--- config.mk ---
export PLATFORM = sky130hd
export DESIGN_NAME = config_serial_rx
export DESIGN_NICKNAME = d
export VERILOG_FILES = /design/src/rtl/config_pkg.sv /design/src/rtl/serial_rx_tick.sv /design/src/rtl/config_serial_rx.sv
export SDC_FILE = /design/constraint.sdc
export NUM_CORES = 1
export LEC_CHECK = 0
export ABC_AREA = 1
export CAP_MARGIN = 30
export CORE_ASPECT_RATIO = 0.5
export CORE_UTILIZATION = 45
export CTS_BUF_LIST = sky130_fd_sc_hd__clkbuf_4
export DETAILED_ROUTE_END_ITERATION = 12
export GPL_TIMING_DRIVEN = 0
export SLEW_MARGIN = 10
export SYNTH_ARGS = -nofsm -noshare
export SYNTH_HDL_FRONTEND = slang
export SYNTH_SLANG_ARGS = --single-unit
--- constraint.sdc ---
create_clock -name clock -period 1.8 [get_ports clock]
set_clock_uncertainty 0.05 [all_clocks]
set_input_delay 0.45 -clock clock [delete_from_list [all_inputs] [get_ports clock]]
set_output_delay 0.45 -clock clock [all_outputs]
set_load 0.03 [all_outputs]
--- src/rtl/config_pkg.sv ---
// Shared constants for the configuration receive path: state encoding,
// default bit timing and frame geometry.
package config_pkg;

  localparam logic [2:0] ST_IDLE           = 3'd0;
  localparam logic [2:0] ST_START          = 3'd1;
  localparam logic [2:0] ST_DATA           = 3'd2;
  localparam logic [2:0] ST_PARIDADE       = 3'd3;
  localparam logic [2:0] ST_STOP           = 3'd4;
  localparam logic [2:0] ST_FIM            = 3'd5;
  localparam logic [2:0] ST_ESPERA_REPOUSO = 3'd6;

  localparam int CLKS_PER_BIT_DEFAULT = 434;
  localparam int CONFIG_DATA_BITS     = 7;
  localparam int CONFIG_FRAME_COUNT   = 5;

endpackage

--- src/rtl/serial_rx_tick.sv ---
// Bit-period timer: pulses tick after CLKS_PER_BIT/2 cycles (half) or
// CLKS_PER_BIT cycles, wrapping to 0 on every tick.
module serial_rx_tick #(
  parameter int CLKS_PER_BIT = 434
) (
  input  logic clock,
  input  logic reset,
  input  logic clear,
  input  logic half,
  output logic tick
);

  localparam int W = $clog2(CLKS_PER_BIT);
  localparam logic [W-1:0] FULL_LAST = W'(CLKS_PER_BIT - 1);
  localparam logic [W-1:0] HALF_LAST = W'(CLKS_PER_BIT / 2 - 1);

  logic [W-1:0] count;

  assign tick = ~clear & (count == (half ? HALF_LAST : FULL_LAST));

  always_ff @(posedge clock or posedge reset) begin
    if (reset) begin
      count <= '0;
    end else if (clear || tick) begin
      count <= '0;
    end else begin
      count <= count + 1'b1;
    end
  end

endmodule

--- src/rtl/config_serial_rx.sv ---
// UART-style receiver (start, DATA_BITS LSB-first, even parity, stop) that
// reports each frame with a one-cycle fim_recepcao and a combined verdict.
module config_serial_rx
  import config_pkg::*;
#(
  parameter int CLKS_PER_BIT = CLKS_PER_BIT_DEFAULT,
  parameter int DATA_BITS    = CONFIG_DATA_BITS
) (
  input  logic                 clock,
  input  logic                 reset,
  input  logic                 rx,
  input  logic                 habilita,
  output logic [DATA_BITS-1:0] dado,
  output logic                 fim_recepcao,
  output logic                 paridade_ok,
  output logic                 erro_stop,
  output logic                 ocupado
);

  typedef enum logic [2:0] {
    IDLE           = ST_IDLE,
    START          = ST_START,
    DATA           = ST_DATA,
    PARIDADE       = ST_PARIDADE,
    STOP           = ST_STOP,
    FIM            = ST_FIM,
    ESPERA_REPOUSO = ST_ESPERA_REPOUSO
  } state_t;

  localparam int BW = $clog2(DATA_BITS + 1);
  localparam logic [BW-1:0] LAST_BIT = BW'(DATA_BITS - 1);

  state_t               state;
  logic                 rx_meta, rx_s;
  logic [DATA_BITS-1:0] shift;
  logic [BW-1:0]        bit_cnt;
  logic                 parity_bit;
  logic                 tick, tick_clear, tick_half;

  always_ff @(posedge clock or posedge reset) begin
    if (reset) begin
      rx_meta <= 1'b1;
      rx_s    <= 1'b1;
    end else begin
      rx_meta <= rx;
      rx_s    <= rx_meta;
    end
  end

  // Timer runs only while a frame is being sampled.
  assign tick_clear = (state == IDLE) || (state == FIM) || (state == ESPERA_REPOUSO);
  assign tick_half  = (state == START);

  serial_rx_tick #(.CLKS_PER_BIT(CLKS_PER_BIT)) u_tick (
    .clock (clock),
    .reset (reset),
    .clear (tick_clear),
    .half  (tick_half),
    .tick  (tick)
  );

  always_ff @(posedge clock or posedge reset) begin
    if (reset) begin
      state        <= IDLE;
      shift        <= '0;
      bit_cnt      <= '0;
      parity_bit   <= 1'b0;
      dado         <= '0;
      fim_recepcao <= 1'b0;
      paridade_ok  <= 1'b0;
      erro_stop    <= 1'b0;
      ocupado      <= 1'b0;
    end else begin
      fim_recepcao <= 1'b0;
      case (state)
        IDLE: begin
          if (habilita && !rx_s) begin
            state   <= START;
            bit_cnt <= '0;
            ocupado <= 1'b1;
          end
        end
        START: begin
          if (tick) begin
            if (rx_s) begin
              state   <= IDLE;
              ocupado <= 1'b0;
            end else begin
              state <= DATA;
            end
          end
        end
        DATA: begin
          if (tick) begin
            shift <= {rx_s, shift[DATA_BITS-1:1]};
            if (bit_cnt == LAST_BIT) state <= PARIDADE;
            else bit_cnt <= bit_cnt + 1'b1;
          end
        end
        PARIDADE: begin
          if (tick) begin
            parity_bit <= rx_s;
            state      <= STOP;
          end
        end
        STOP: begin
          // Outputs land together with the FIM state so the pulse and FIM coincide.
          if (tick) begin
            dado         <= shift;
            erro_stop    <= ~rx_s;
            paridade_ok  <= ~(^shift ^ parity_bit) & rx_s;
            fim_recepcao <= 1'b1;
            state        <= FIM;
          end
        end
        FIM: begin
          if (erro_stop) begin
            state <= ESPERA_REPOUSO;
          end else begin
            state   <= IDLE;
            ocupado <= 1'b0;
          end
        end
        ESPERA_REPOUSO: begin
          if (rx_s) begin
            state   <= IDLE;
            ocupado <= 1'b0;
          end
        end
        default: begin
          state   <= IDLE;
          ocupado <= 1'b0;
        end
      endcase
    end
  end

endmodule
# Yosys cells after proc, flatten, opt, wreduce, memory -nomap -nowiden
# Cells that the tools add are included.
dict set report word_totals {
  input_bits 4
  regBits 36
  mem_count 0
  ram_bits 0
  mem_bits_ro 0
  latch_bits 0
}
dict set report op_classes {
  add_sub_neg 2
  muxes 23
  eq_ne 17
  order_cmp 0
  shift 0
  n_mul 0
  div_mod_pow 0
  bitwise 7
  reduce_logical 15
}
# operator n
set op_table {}
lappend op_table {{$mux 3} 11}
lappend op_table {{$pmux 3 s7} 1}
lappend op_table {{$mux 9} 2}
lappend op_table {{$eq 3x3->1 const B} 4}
lappend op_table {{$ne 2x2->1 const B} 5}
lappend op_table {{$add 9x1->9 const B} 1}
lappend op_table {{$eq 9x9->1} 1}
lappend op_table {{$ne 2x1->1 const B} 4}
lappend op_table {{$reduce_and 4->1} 2}
lappend op_table {{$reduce_and 7->1} 1}
lappend op_table {{$reduce_xor 7->1} 1}
lappend op_table {{$eq 3x2->1 const B} 2}
lappend op_table {{$mux 1} 6}
lappend op_table {{$pmux 3 s2} 1}
lappend op_table {{$reduce_and 2->1} 3}
lappend op_table {{$pmux 1 s5} 1}
lappend op_table {{$not 1->1} 4}
lappend op_table {{$add 3x1->3 const B} 1}
lappend op_table {{$eq 3x1->1 const B} 1}
lappend op_table {{$logic_not 3->1} 1}
lappend op_table {{$logic_or 1x1->1} 3}
lappend op_table {{$reduce_or 3->1} 1}
lappend op_table {{$and 1x1->1} 2}
lappend op_table {{$mux 2} 1}
lappend op_table {{other kinds (4)} 4}

# Longest topological paths before layout
# Gate-level depths: netlist of the first run.
dict set report depth {
  ltp_word 7
  mapped_depth 11
}

# Cells and area by module
# From an unflattened synthesis of the first run, not the netlist that was laid out.
dict set report hier_totals {
  hier_cells 251
  area_unflattened_um2 1951.9
}
# module instances cells_each area_per_inst_um2 seq_area_each_um2
set modules_own_cells {}
lappend modules_own_cells {config_serial_rx 1 182 1432.6 678.2}
lappend modules_own_cells {serial_rx_tick 1 69 519.2 225.2}

# Least setup slack after synthesis of the first run
# OpenSTA, ideal clock, no wires.
dict set report synth_timing {
  kind {flip-flop to flip-flop}
  from {register state[1]}
  to {register shift[1]}
  path_buffers 2
  path_stages_with_launch 11
  arrival_ns 1.332
  path_slack_ns 0.292
  cell_sequence {dfrtp_1 buf_6 inv_1 nand2_1 nor2_1 nand2_1 nand2_1 nand2_4 nor2_4 buf_6 o21ai_0}
}
dict set report synth_between {
  elab_chain_cells 6
}
# element line_no
set synth_lines {}
lappend synth_lines {{from (decl)} config_serial_rx.sv:33} ;# state_t state;
lappend synth_lines {{from (signal assigned)} config_serial_rx.sv:64} ;# state <= IDLE;
lappend synth_lines {{from (signal assigned)} config_serial_rx.sv:78} ;# state <= START;
lappend synth_lines {{from (signal assigned)} config_serial_rx.sv:86} ;# state <= IDLE;
lappend synth_lines {{parallel branches: the longest is 5 deep, another holds $mux 9} --}
lappend synth_lines {{$reduce_and 2->1 (no source line) *} --}
lappend synth_lines {{to (signal assigned)} config_serial_rx.sv:95} ;# shift <= {rx_s, shift[DATA_BITS-1:1]};
lappend synth_lines {{to (decl)} config_serial_rx.sv:35} ;# logic [DATA_BITS-1:0] shift;
# Mark *: on every way between the ends.
# A chain may end at the register's enable or synchronous reset.

# Final worst setup path of the first run
dict set report layout_timing {
  from {register erro_stop}
  to {output port erro_stop}
}
# element line_no
set layout_rtl {}
lappend layout_rtl {{from (decl)} config_serial_rx.sv:16} ;# output logic erro_stop,
lappend layout_rtl {{from (signal assigned)} config_serial_rx.sv:110} ;# erro_stop <= ~rx_s;
# No word-level cell between the ends.

==> impl_metrics.py, run 1 <==
metrics = {
    "yosys": {
        "ys_seq_area_share_pct": 49.1,
        "synth_enable_flop_cells": 0,
        "synth_seq_cells": 36,
        "yosys.cell_types.count": 30,
        "yosys.area.top_type": "dfrtp_1",
        "async_flop_share_pct": 100,
        "synthTopCellsByArea": "dfrtp_1, nand2_1, inv_1",
        "synth_top_area_share_pct": 46.2,
        "synth_area_per_cell_um2": 8.11,
        "syn_inst": 227,
        "synth_warnings": 0,
        "syn_nets": 234,
        "syn_area_um2": 1840,
        "yosys_most_used_dff": "dfrtp_1",
    },
    "floorplanning": {
        "coreArea_um2": 3660,
        "die_h_um": 47.2,
        "row_count": 15,
        "die-area_um2": 4370,
        "die_w_um": 92.4,
        "start_util_pct": 50.3,
        "ioPinCount": 15,
    },
    "setup_path": {
        "start_kind": "flop",
        "cp_top_family": "flip-flops",
        "r2r-start": "u_tick.count[3]",
        "critPathKind": "reg2out",
        "end_kind": "output port",
        "max_stage_delay_ps": 410,
        "cp_slowest_cell": "dfrtp_1",
        "path_buf_inv": 1,
        "crit_chain": "dlygate4sd2_1",
        "startpoint": "erro_stop",
        "cp_max_fo": 3,
        "arrival_ps": 1170,
        "critPathRequiredTime_ps": 1300,
    },
    "global_routing": {
        "antenna_found_initial": 0,
        "overflow": 0,
        "grt_max_degree": 37,
        "grt_pass1_vias": 1308,
        "grtUsageTotal_pct": 18.9,
        "grt_pass1_wl_mm": 6.12,
    },
    "status": {
        "status": "complete, no violations",
    },
    "finish": {
        "fin_util_pct": 57.7,
        "area_delta_synth_final_pct": 14.8,
        "layout_commonest_cell": "nand2_1",
        "nNetsFinal": 256,
        "diodes": 0,
        "layout-drive-gt1-share_pct": 11.6,
        "mostFrequentLayoutCells": "nand2_1, dfrtp_1, inv_1",
    },
    "worst_hold_path": {
        "worstHoldPathType": "reg2reg",
        "min_from": "rx_meta",
    },
    "sta": {
        "drv_slew": 0,
        "max_freq_mhz": 600,
        "maxSlewHeadroom_pct": 50.5,
        "final-setup-viol-count": 0,
        "final.period_utilization_pct": 92.5,
        "tns_ps": 0,
        "worst_pin_slew_ps": 741,
        "rsz0062_at_grt": "false",
        "hold_viol_final": 0,
        "fin_crit_ps": 1670,
    },
    "routing": {
        "wl_met1_mm": 1.89,
        "ant_nets": 0,
        "wl_per_cell_um": 12.4,
        "top_layer_used": "met4",
        "drt_first_pass_iters": 4,
        "wl_mm": 3.72,
        "dr_wl_met3_um": 153,
        "drt_iter0_markers": 80,
        "dr_total_vias": 1501,
        "vias_per_cell": 4.99,
        "drc": 0,
        "wl_met2_mm": 1.65,
    },
    "clock_network": {
        "clockRootBuffer": "clkbuf_4",
        "clkLatencyLatePin_ps": 350,
        "cts_tree": "yes",
        "cts_buffer_depth": 2,
        "cts.sinks": 36,
        "cts_buffers": 5,
        "h-tree-depth": 2,
        "cts.clk_slew.worst_paths_ps": 120,
    },
    "placement": {
        "dp_hpwl_mm": 2.58,
        "place_congestion": 0.839,
        "port_buffers": 14,
    },
    "pwr": {
        "ir_drop_uv": 405,
        "p_total_uw": 2270,
        "power.density_nw_per_um2": 1070,
        "leakagePower_uw": 0.00112,
    },
    "flow_run": {
        "maxCapViolations": 0,
    },
}
[synthesized netlist by cell type, types with 2 or more instances]
cell type  instances
ha_1               3
dfstp_2            2
buf_6              3
nand2_2            2
nor3_1             5
nand3b_1           2
nand3_1           11
dfrtp_1           34
nand2_1           69
inv_1             31
nor2_1            19
xnor2_1            3
a21oi_1            4
o21ai_0           18
nand4_1            6
[final timing paths]
path | cells after the start | slack [ps] | endpoint
setup / recovery | 1 | 130 | erro_stop
hold / removal | 0 | 310 | rx_s
setup reg to reg | 10 | 150 | shift[1]
hold reg to reg | 0 | 310 | rx_s
max in group asynchronous | 2 | 690 | state[2]
min in group asynchronous | 2 | 490 | fim_recepcao
[per-stage QoR]
step / instances / worst slack (ps) / hold slack, ps / cell area, µm²
after floorplan: 227 / 292 / 295 / 1840
after global placement: 292 / -320 / 299 / 2040
after detailed placement: 292 / -63.8 / 302 / 2040
after CTS: 300 / 75.6 / 311 / 2090
after global routing: 301 / 8.43 / 314 / 2110
final: 301 / 134 / 305 / 2110
[what timing repair did]
item,in CTS,in global routing
hold buffers,0,0
gates resized for setup,11,7
setup buffers,0,1
setup endpoints to repair,11,23
pin swaps,0,1
[metal layers]
layer / track usage (%) / vias up
met4: 4.69 / 0
li1: - / 766
met5: 0 / -
met3: 5.83 / 4
met1: 25.4 / 705
met2: 30.7 / 26
[layout make-up]
class                   count  area, µm²
plain buffers               4       41.3
clock buffers               7       52.6
clock inverters             1       3.75
fillers                   348       1550
inverters                  32        120
multi-input cells         155        793
flip-flops and latches     36        905
well taps                  51       63.8
repair buffers             15        134
[sequential cells by signal, indices dropped and copies added (netlist names)]
name          flops
shift             7
dado              7
rx_s              1
fim_recepcao      1
bit_cnt           3
paridade_ok       1
u_tick.count      9
ocupado           1
state             3
erro_stop         1
rx_meta           1
parity_bit        1
[power breakdown]
group	switching, µW	internal (µW)
Sequential	81.1	903
Clock	273	181
Combinational	561	273
[kinds of logic after synthesis]
logic type	after synthesis	share of synthesized area (%)
AOI/OAI and AO/OA	27	8.57
adders and majority gates	3	2.04
xor gates and xnor gates	4	1.90
buffers and inverters	36	8.77
DFF	36	49.1
and+or+nand+nor	121	29.6
No activity file was read; power rests on OpenSTA's default activity.
==> run 2: changes to the inputs <==
- PLACE_DENSITY: default -> 0.68
- SLEW_MARGIN: 10 -> 25
==> impl_metrics.py, run 2 (synthesis results as in run 1) <==
metrics = {
    "global_routing": {
        "grt_pass1_wl_mm": 6.10,
        "antenna_found_initial": 0,
        "overflow": 0,
        "grt_max_degree": 37,
        "grtUsageTotal_pct": 18.6,
        "grt_pass1_vias": 1357,
    },
    "finish": {
        "mostFrequentLayoutCells": "nand2_1, dfrtp_1, inv_1",
        "diodes": 0,
        "area_delta_synth_final_pct": 14.1,
        "largest_reg_flops": 9,
        "nNetsFinal": 256,
        "top_register": "u_tick.count",
        "layout-drive-gt1-share_pct": 10.4,
        "layout_commonest_cell": "nand2_1",
        "top_regs": "u_tick.count (9), dado (7), shift (7)",
        "stdcell_area_um2": 2100,
    },
    "setup_path": {
        "cp_max_fo": 10,
        "end_kind": "flop",
        "start_kind": "flop",
        "critPathRequiredTime_ps": 2000,
        "critPathKind": "reg2reg",
        "arrival_ps": 1860,
    },
    "floorplanning": {
        "row_count": 15,
        "die-area_um2": 4370,
        "start_util_pct": 50.3,
        "coreArea_um2": 3660,
        "die_h_um": 47.2,
        "ioPinCount": 15,
        "die_w_um": 92.4,
    },
    "sta": {
        "max_freq_mhz": 601,
        "final.period_utilization_pct": 92.4,
        "rsz0062_at_grt": "false",
        "fin_crit_ps": 1660,
        "drv_slew": 0,
        "final-setup-viol-count": 0,
        "holdWs_ps": 313,
        "hold_viol_final": 0,
        "maxSlewHeadroom_pct": 50.8,
        "worst_pin_slew_ps": 736,
        "fin_ws_ps": 136,
    },
    "pwr": {
        "ir_drop_uv": 478,
        "power.density_nw_per_um2": 1050,
        "p_total_uw": 2210,
        "leakagePower_uw": 0.00112,
    },
    "flow_run": {
        "maxCapViolations": 0,
    },
    "clock_network": {
        "holdBufCountCts": 0,
        "cts_buffers": 5,
        "cts_tree": "yes",
        "cts.sinks": 36,
        "h-tree-depth": 2,
        "cts_buffer_depth": 2,
        "clkLatencyLatePin_ps": 340,
        "clockRootBuffer": "clkbuf_4",
        "cts.clk_slew.worst_paths_ps": 100,
    },
    "routing": {
        "ant_nets": 0,
        "drt_iter0_markers": 61,
        "drc": 0,
        "wl_per_cell_um": 10.9,
        "vias_per_cell": 4.87,
        "drt_first_pass_iters": 6,
        "wl_mm": 3.29,
        "dr_total_vias": 1465,
    },
    "placement": {
        "dp_hpwl_mm": 2.39,
        "dpl_worst_slack_ps": -21.1,
        "place_area_um2": 2040,
        "place_congestion": 0.872,
        "port_buffers": 14,
    },
    "status": {
        "status": "complete, no violations",
    },
    "worst_hold_path": {
        "worstHoldPathType": "reg2reg",
    },
}
==> run 2: worst max-delay path, stage by stage (launching register included) <==
cell and delay (ps):
dfrtp_1 440, inv_1 100, nand2_1 70, nor2_2 150, a21boi_4 260, nand2_4 100, nor2_4 140, buf_6 150
nand2_1 50, o21ai_0 70
==> run 2: area by class of cell <==
type	instances	area, µm²
buffer	4	41.3
clock buffer	7	52.6
clock inverter	1	3.75
fill	342	1560
inverter	32	120
multi-input combinational	155	781
sequential	36	905
tap	51	63.8
timing repair buffer	15	134
==> run 2: timing repair <==
item | in CTS | in global routing
resized for setup | 11 | 3
setup endpoints to repair | 11 | 17
buffers inserted | 0 | 1
pin swaps | 0 | 1
==> run 2: path summary, 6_finish.rpt <==
check	startpoint	endpoint	slack (ps)	depth (start not counted)
worst max-delay path	u_tick.count[2]	shift[6]	140	9
worst min-delay path	rx_meta	rx_s	310	0
max in group asynchronous	reset	state[2]	680	2
worst min register to register	rx_meta	rx_s	310	0
min in group asynchronous	reset	dado[6]	500	2
worst max register to register	u_tick.count[2]	shift[6]	140	9
==> run 2: metal layers <==
metal	share of wire [%]	wire (µm)	up-vias	GRT usage (%)
li1	-	-	764	-
met1	50	1640	668	24.1
met2	45	1490	29	31.1
met3	4.2	139	4	4.85
met4	0.76	25	0	7.50
met5	0	0	-	0
==> run 2: through the flow <==
step	setup TNS (ps)	cells	utilization [%]
2_1_floorplan	0	227	-
3_3_place_gp	-11600	292	55.9
3_5_place_dp	-31.3	292	55.9
4_1_cts	0	300	57.0
5_1_grt	0	301	57.4
6_report	0	301	57.4
==> run 2: report_power, final <==
part / leakage, µW / switching [µW] / total [µW] / internal, µW
Clock: 0.0000338 / 257 / 437 / 180
Combinational: 0.000596 / 529 / 793 / 264
Sequential: 0.000487 / 80.0 / 983 / 903
